--- config.mk ---
export PLATFORM = sky130hd
export DESIGN_NAME = zion_rr_arb_bin_idx
export DESIGN_NICKNAME = d
export VERILOG_FILES = /design/src/rtl/zion_rr_arb_bin_idx.sv
export SDC_FILE = /design/constraint.sdc
export NUM_CORES = 1
export LEC_CHECK = 0
export CAP_MARGIN = 20
export CORE_AREA = 2 2 149 115
export DETAILED_ROUTE_END_ITERATION = 6
export DIE_AREA = 0 0 151 117
export PLACE_DENSITY = 0.71
export SETUP_SLACK_MARGIN = 0.02
export SLEW_MARGIN = 40
export SYNTH_ARGS = -nofsm -noshare
export SYNTH_HDL_FRONTEND = slang
export SYNTH_SLANG_ARGS = --single-unit
--- constraint.sdc ---
create_clock -name clk -period 6.8 [get_ports clk]
set_input_delay 0.68 -clock clk [delete_from_list [all_inputs] [get_ports clk]]
set_output_delay 0.68 -clock clk [all_outputs]
set_load 0.05 [all_outputs]
--- src/rtl/zion_rr_arb_bin_idx.sv ---
// Registered round-robin arbiter. The winner is presented as a scaled binary index
// (START + STEP*winner) under a valid/ready handshake.
module zion_rr_arb_bin_idx #(
    parameter int unsigned N_REQ = 32,
    parameter int unsigned OUT_W = 32,
    parameter int unsigned START = 0,
    parameter int unsigned STEP  = 1,
    parameter int unsigned IDX_W = $clog2(N_REQ)
) (
    input  logic             clk,
    input  logic             rst_n,
    input  logic [N_REQ-1:0] iReq,
    input  logic             iRdy,
    output logic             oVld,
    output logic [OUT_W-1:0] oIdx,
    output logic [IDX_W-1:0] oSel,
    output logic [IDX_W-1:0] oPtr
);

    localparam longint unsigned MAX_IDX =
        longint'(START) + longint'(STEP) * longint'(N_REQ - 1);

    if ((MAX_IDX >> OUT_W) != 0) begin : g_bad_out_w
        $error("zion_rr_arb_bin_idx: OUT_W=%0d cannot hold index %0d", OUT_W, MAX_IDX);
    end
    if (STEP < 1 || N_REQ < 2 || N_REQ > 256) begin : g_bad_param
        $error("zion_rr_arb_bin_idx: illegal N_REQ=%0d / STEP=%0d", N_REQ, STEP);
    end

    typedef enum logic {
        IDLE,
        GRANT
    } state_t;

    state_t           r_state;
    logic [IDX_W-1:0] r_ptr;
    logic [IDX_W-1:0] r_sel;
    logic [OUT_W-1:0] r_idx;

    logic [IDX_W-1:0] w_next;
    logic [IDX_W-1:0] w_base;
    logic [IDX_W:0]   w_pos;
    logic [IDX_W-1:0] w_win;
    logic             w_any;
    logic [OUT_W-1:0] w_idx;

    // On accept the search starts at oSel+1, which is also the new pointer value.
    assign w_next = (r_sel == IDX_W'(N_REQ - 1)) ? '0 : r_sel + 1'b1;
    assign w_base = (r_state == GRANT) ? w_next : r_ptr;

    always_comb begin
        w_any = 1'b0;
        w_win = '0;
        w_pos = '0;
        for (int unsigned i = 0; i < N_REQ; i++) begin
            w_pos = {1'b0, w_base} + (IDX_W + 1)'(i);
            if (w_pos >= (IDX_W + 1)'(N_REQ)) begin
                w_pos = w_pos - (IDX_W + 1)'(N_REQ);
            end
            if (!w_any && iReq[w_pos[IDX_W-1:0]]) begin
                w_any = 1'b1;
                w_win = w_pos[IDX_W-1:0];
            end
        end
    end

    assign w_idx = OUT_W'(START) + OUT_W'(STEP) * OUT_W'(w_win);

    always_ff @(posedge clk or negedge rst_n) begin
        if (!rst_n) begin
            r_state <= IDLE;
            r_ptr   <= '0;
            r_sel   <= '0;
            r_idx   <= OUT_W'(START);
        end else begin
            case (r_state)
                IDLE: begin
                    if (w_any) begin
                        r_sel   <= w_win;
                        r_idx   <= w_idx;
                        r_state <= GRANT;
                    end
                end
                GRANT: begin
                    if (iRdy) begin
                        r_ptr <= w_next;
                        if (w_any) begin
                            r_sel <= w_win;
                            r_idx <= w_idx;
                        end else begin
                            r_state <= IDLE;
                        end
                    end
                end
                default: r_state <= IDLE;
            endcase
        end
    end

    always_ff @(posedge clk) begin
        if (rst_n && r_state == IDLE) begin
            assert (!$isunknown(iReq))
            else $error("zion_rr_arb_bin_idx: X on iReq while idle");
        end
    end

    assign oVld = (r_state == GRANT);
    assign oIdx = r_idx;
    assign oSel = r_sel;
    assign oPtr = r_ptr;

endmodule

# --- Yosys cells after proc, flatten, opt, wreduce, memory -nomap -nowiden ---
# Cells that the tools add are included.
# W data, S select, Z words.
totals:
  reg_bits: 43
  input_bits: 35
  output_inout_bits: 43
classes:
  add_sub_neg: 64
  magnitude_cmp: 64
  n_eq_ne: 2
  muxes: 171
  bitwise_logic: 1
  reduce_logical: 63
op_table:
  columns: ["operator", "n"]
  rows:
  - ["$mux W5", 68]
  - ["$lt A5 B6 Y1 const B", 32]
  - ["$ge A6 B6 Y1 const B", 31]
  - ["$bmux W1 S5", 32]
  - ["$sub A5 B1 Y5 const B", 32]
  - ["$add A5 B5 Y6 const B", 16]
  - ["$mux W1", 66]
  - ["$mux W32", 2]
  - ["$pmux W32 S2", 1]
  - ["$add A5 B4 Y6 const B", 8]
  - ["$logic_and A1 B1 Y1", 31]
  - ["$logic_not A1 Y1", 31]
  - ["$add A5 B3 Y6 const B", 4]
  - ["$add A5 B2 Y6 const B", 2]
  - ["$pmux W5 S2", 1]
  - ["$add A5 B1 Y6 const B", 1]
  - ["$ge A5 B6 Y1 const B", 1]
  - ["$add A5 B1 Y5 const B", 1]
  - ["$eq A5 B5 Y1 const B", 1]
  - ["$ne A2 B2 Y1 const B", 1]
  - ["$pmux W1 S2", 1]
  - ["$reduce_and A2 Y1", 1]
  - ["$not A1 Y1", 1]

# --- Longest topological paths before layout ---
logic_depth:
  ltp_word: 104
  ltp_mapped: 27

# --- Worst setup path after synthesis ---
# No wires, ideal clock.
synth_timing:
  path_kind: "reg2reg"
  startpoint: "reg r_sel[0], in the netlist oSel[0]"
  endpoint: "reg r_sel[1], in the netlist oSel[1]"
  setup_ns: 0.131
  arrival_time_ns: 6.587
  t_required_ns: 6.669
  slack_ns: 0.082
  path_stages_with_launch: 24
  synth_period_minus_slack_ns: 6.718
  path_cell_list: "dfrtp_1 -> ha_1 -> and3_1 -> ha_1 -> buf_2 -> and3b_1 -> nor2_2 -> clkbuf_1 -> clkbuf_1 -> ha_1 -> inv_1 -> clkbuf_1 -> buf_2 -> mux4_2 -> mux4_2 -> nor3_4 -> nand3_2 -> nor4_4 -> nand4_2 -> buf_6 -> nor4b_2 -> a2111oi_0 -> a221oi_1 -> o21ai_2"
synth_via:
  elab_chain_len: 104
  word_cells_on_any_way: 324
  cone_classes: "add/sub (64); order compare (32); eq/ne (1); mux (165); reduce/logical (62)"
synth_lines:
  columns: ["item", "line_no", "rtl"]
  rows:
  - ["start: declaration", "37", "logic [IDX_W-1:0] r_sel;"]
  - ["start signal: assignment", "79", "r_sel <= w_win;"]
  - ["start signal: assignment", "88", "r_sel <= w_win;"]
  - ["$add A5 B1 Y5 / $eq A5 B5 Y1 (equally long branches)", "48", "assign w_next = (r_sel == IDX_W'(N_REQ - 1)) ? '0 : r_sel + 1'b1;"]
  - ["$mux W5 *", "48", null]
  - ["$mux W5 *", "49", "assign w_base = (r_state == GRANT) ? w_next : r_ptr;"]
  - ["parallel branches: the longest is 98 deep, another holds $add A5 B1 Y6", null, null]
  - ["$mux W5 *", "78, 87", null]
  - ["$mux W5", "85", "if (iRdy) begin"]
  - ["$pmux W5 S2 *", "76", "case (r_state)"]
# Mark *: on every way between the ends. The select of a mux whose other input is x is not followed.
# A chain may end at the register's enable or synchronous reset.

# --- Final worst setup path ---
layout_timing:
  startpoint: "reg r_sel[1], in the netlist oSel[1]"
  endpoint: "reg r_sel[0], in the netlist oSel[0]"
# Same word-level chain as after synthesis.

==> results.md <==
| Item | Reported |
|---|---|
| Post-synth cell types | 91 |
| Setup violators final | 0 |
| DRC viols | 0 |
| Inserted Clock Buffers | 3 |
| Sum of routed wire length over all layers | 33880 microns |
| Final Hold Violating Endpoints | 0 |
| Clock sinks | 11 |
| H-tree levels | 1 |
| Final weighted congestion in routability-driven placement | 1.106 |
| Area growth from synthesis to layout | 13.98% |
| Delay of the slowest critical-path stage | 0.72 ns |
| Wire length of the first global-routing pass | 50160 microns |
| Number of top-level design ports | 78 |
| Clock root buffer | clkbuf_16 |
| Number of synthesized flops with an enable pin | 0 |
| Setup repair after global routing missed its margin | no |
| Final HPWL from detailed placement | 27210 microns |
| Sequential area share after synthesis | 3.948% |
| Via density per instance | 7.100 |
| Commonest non-fill, non-tap cell in the layout | nand3_1 |
| Post-CTS setup buffer count | 0 |
| Max cap viols | 0 |
| Crit path max fanout | 24 |
| Routed length per placed instance | 27.02 microns |
| Number of nets with antenna violations after routing | 0 |
| Clk Latency, worst-skew pair | 0.24 ns |
| Number of global-route vias before repair | 7893 |
| GRT Util Overall | 37.91% |
| Highest clock frequency the design can meet | 0.1511 GHz |
| Number of antenna violations at the first check in global routing | 1 |
| Number of placement rows | 41 |
| Clock period minus worst slack | 6.619 ns |
| Layout cells sized above 1 | 15.69% |
| Hold bufs inserted after CTS | 0 |
| Pin count of the biggest net entering global routing | 42 |
| Req. time, crit path | 6.91 ns |
| Yosys warnings | 0 |
| Synthesized area divided by synthesized cell count | 7.043 sq um |
| CP arrival | 6.73 ns |
| Starting density of the core | 42.74% |
| Gate count of the mapped netlist | 990 |
| Critical path launch point type | flip-flop |
| Synthesized flop and latch total | 11 |
| Worst-Margin Slew | 0.8120 ns |
| Worst Path Class, Setup | reg2reg |
| Final slew viol count | 0 |
| Reg clk slew, reported paths | 0.04 ns |
| Worst Hold Class | reg2reg |
| Most repeated library cell on the critical path | buf_4 |
| Residual overflow from global routing | 0 |
| Slowest cell on crit path | mux4_2 |
| Number of buffer cells added on primary ports | 50 |
| Buf/Inv on CP | 5 |
| Kind of cell adding the most delay to the critical path | simple AND/OR/NAND/NOR gates |
| Result of the run | finished, final reports clean |
| Detailed-route via count | 8903 |
| Maximum buffer depth of the clock tree | 2 |
| DIE AREA | 17670 sq um |
| Worst slew margin | 45.60% |
| Height of the die | 117 microns |
| Placeable core area | 16310 sq um |
| Critical Path End Type | flip-flop |
| TritonCTS clock tree | built |
| Most used DFF post-synth | dfrtp_1 |
| Die extent in x | 151 microns |
| Post-layout nets | 1089 |
| Number of DRC violations after detailed-routing iteration 0 | 1477 |
| Cell breakdown of the critical path | ha_1 -> and3_1 -> ha_1 -> buf_4 -> and3b_1 -> nor2_2 -> buf_4 -> ha_1 -> buf_4 -> nand4_1 -> nand4_1 -> mux4_2 -> nor4b_2 -> buf_4 -> nand2_1 -> nor4b_1 -> buf_4 -> a2111oi_1 -> o21ai_0 -> or4_1 -> nor4_1 -> o31ai_1 |
| Sum of negative setup slack | 0 ns |
| Final period util | 97.34% |
| Async set-reset flop share out of synthesis | 100.0% |
| Top library cells by usage in the layout, fill and taps aside | nand3_1 (113), nand2_1 (84), o21ai_0 (77) |
| Diodes inserted | 0 |
| Clock Skews | 0.004586 ns |
| Synthesized area | 6973 sq um |
| Number of detailed-route iterations in the first pass | 7 |
-- per-stage QoR --
step / utilization [%] / worst slack (ns) / instance area, sq um / std cells / hold WS, ns
after floorplan: - / 0.08233 / 7071 / 1016 / 0.3844
after global placement: 47.77 / 0.06492 / 7792 / 1247 / 0.4939
after detailed placement: 48.01 / 0.3233 / 7831 / 1249 / 0.5019
after CTS: 48.49 / 0.2747 / 7910 / 1253 / 0.5148
after global routing: 48.72 / 0.03498 / 7948 / 1254 / 0.5437
final: 48.72 / 0.1811 / 7948 / 1254 / 0.5105
-- path summary, 6_finish.rpt --
kind / start / endpoint / slack, ns / cells after the start
setup / recovery: oSel[1] / oSel[0] / 0.18 / 22
min in group asynchronous: rst_n / oPtr[3] / 0.78 / 1
setup reg to reg: oSel[1] / oSel[0] / 0.18 / 22
max in group asynchronous: rst_n / oSel[4] / 5.67 / 1
hold reg to reg: oPtr[2] / oPtr[2] / 0.51 / 2
hold / removal: oPtr[2] / oPtr[2] / 0.51 / 2
-- cell families after synthesis --
group | share of synthesized area (%)
simple gates | 34.54
compound gates | 25.68
buf+inv | 8.416
mux | 20.06
xor+xnor | 4.791
fa+ha+maj | 2.512
flops | 3.948
other cells | 0.05378
-- sequential cells by signal, indices dropped and copies added, names as in the netlist --
register	count
oVld	1
oPtr	5
oSel	5
-- repair_timing --
item,CTS,global route
resized for setup,0,4
setup endpoints to repair,0,3
hold endpoints to repair,0,0
-- synthesized netlist by cell type (all sizes together), types with 3 or more instances --
cell / count / share of area [%]
a2111oi: 6 / 0.84
a211oi: 15 / 1.6
a21oi: 52 / 3.7
a221o: 3 / 0.43
a221oi: 7 / 0.88
a222oi: 3 / 0.43
a22oi: 11 / 1.2
a31oi: 10 / 0.90
and2: 27 / 2.4
and3: 3 / 0.27
and4: 9 / 1.1
buf: 55 / 5.3
clkbuf: 40 / 2.2
dfrtp: 11 / 3.9
ha: 14 / 2.5
inv: 18 / 1.0
mux2: 24 / 4.0
mux2i: 49 / 7.0
mux4: 28 / 9.0
nand2: 84 / 4.5
nand2b: 12 / 1.1
nand3: 115 / 8.4
nand3b: 3 / 0.32
nand4: 44 / 4.0
nor2: 77 / 4.6
nor2b: 9 / 0.84
nor3: 34 / 2.8
nor3b: 5 / 0.77
nor4: 8 / 1.3
nor4b: 4 / 0.68
o2111ai: 7 / 0.88
o211ai: 15 / 1.6
o21a: 3 / 0.32
o21ai: 80 / 5.8
o21bai: 3 / 0.32
o221ai: 4 / 0.50
o22ai: 11 / 0.99
o31ai: 10 / 1.2
or2: 4 / 0.36
or4: 3 / 0.32
xnor2: 33 / 4.8
-- worst min-delay path: cells and delay by family (launching register included) --
kind / cells / cell delay, ns
AO/OA/AOI/OAI: 1 / 0.06
AND/OR/NAND/NOR: 1 / 0.06
flip-flops: 1 / 0.35
-- metal layers --
layer / global-route usage, % / wire, microns / vias up / share of wire, %
met4: 11.28 / 1273 / 0 / 3.8
li1: - / - / 3875 / -
met1: 52.28 / 13630 / 4217 / 40
met2: 55.61 / 13600 / 718 / 40
met5: 0 / 0 / - / 0
met3: 13.60 / 5377 / 93 / 16
-- cell type report --
class,instances,area [sq um]
Tap cell,215,269.0
Timing Repair Buffer,114,978.4
Multi-Input combinational cell,892,6276
Clock buffer,4,78.83
Sequential cell,11,275.3
Fill cell,1657,8366
Inverter,18,70.07
Power is left out: the tool's default activity adds up to more than one toggle a clock period on the data nets, which glitch-free logic cannot reach.
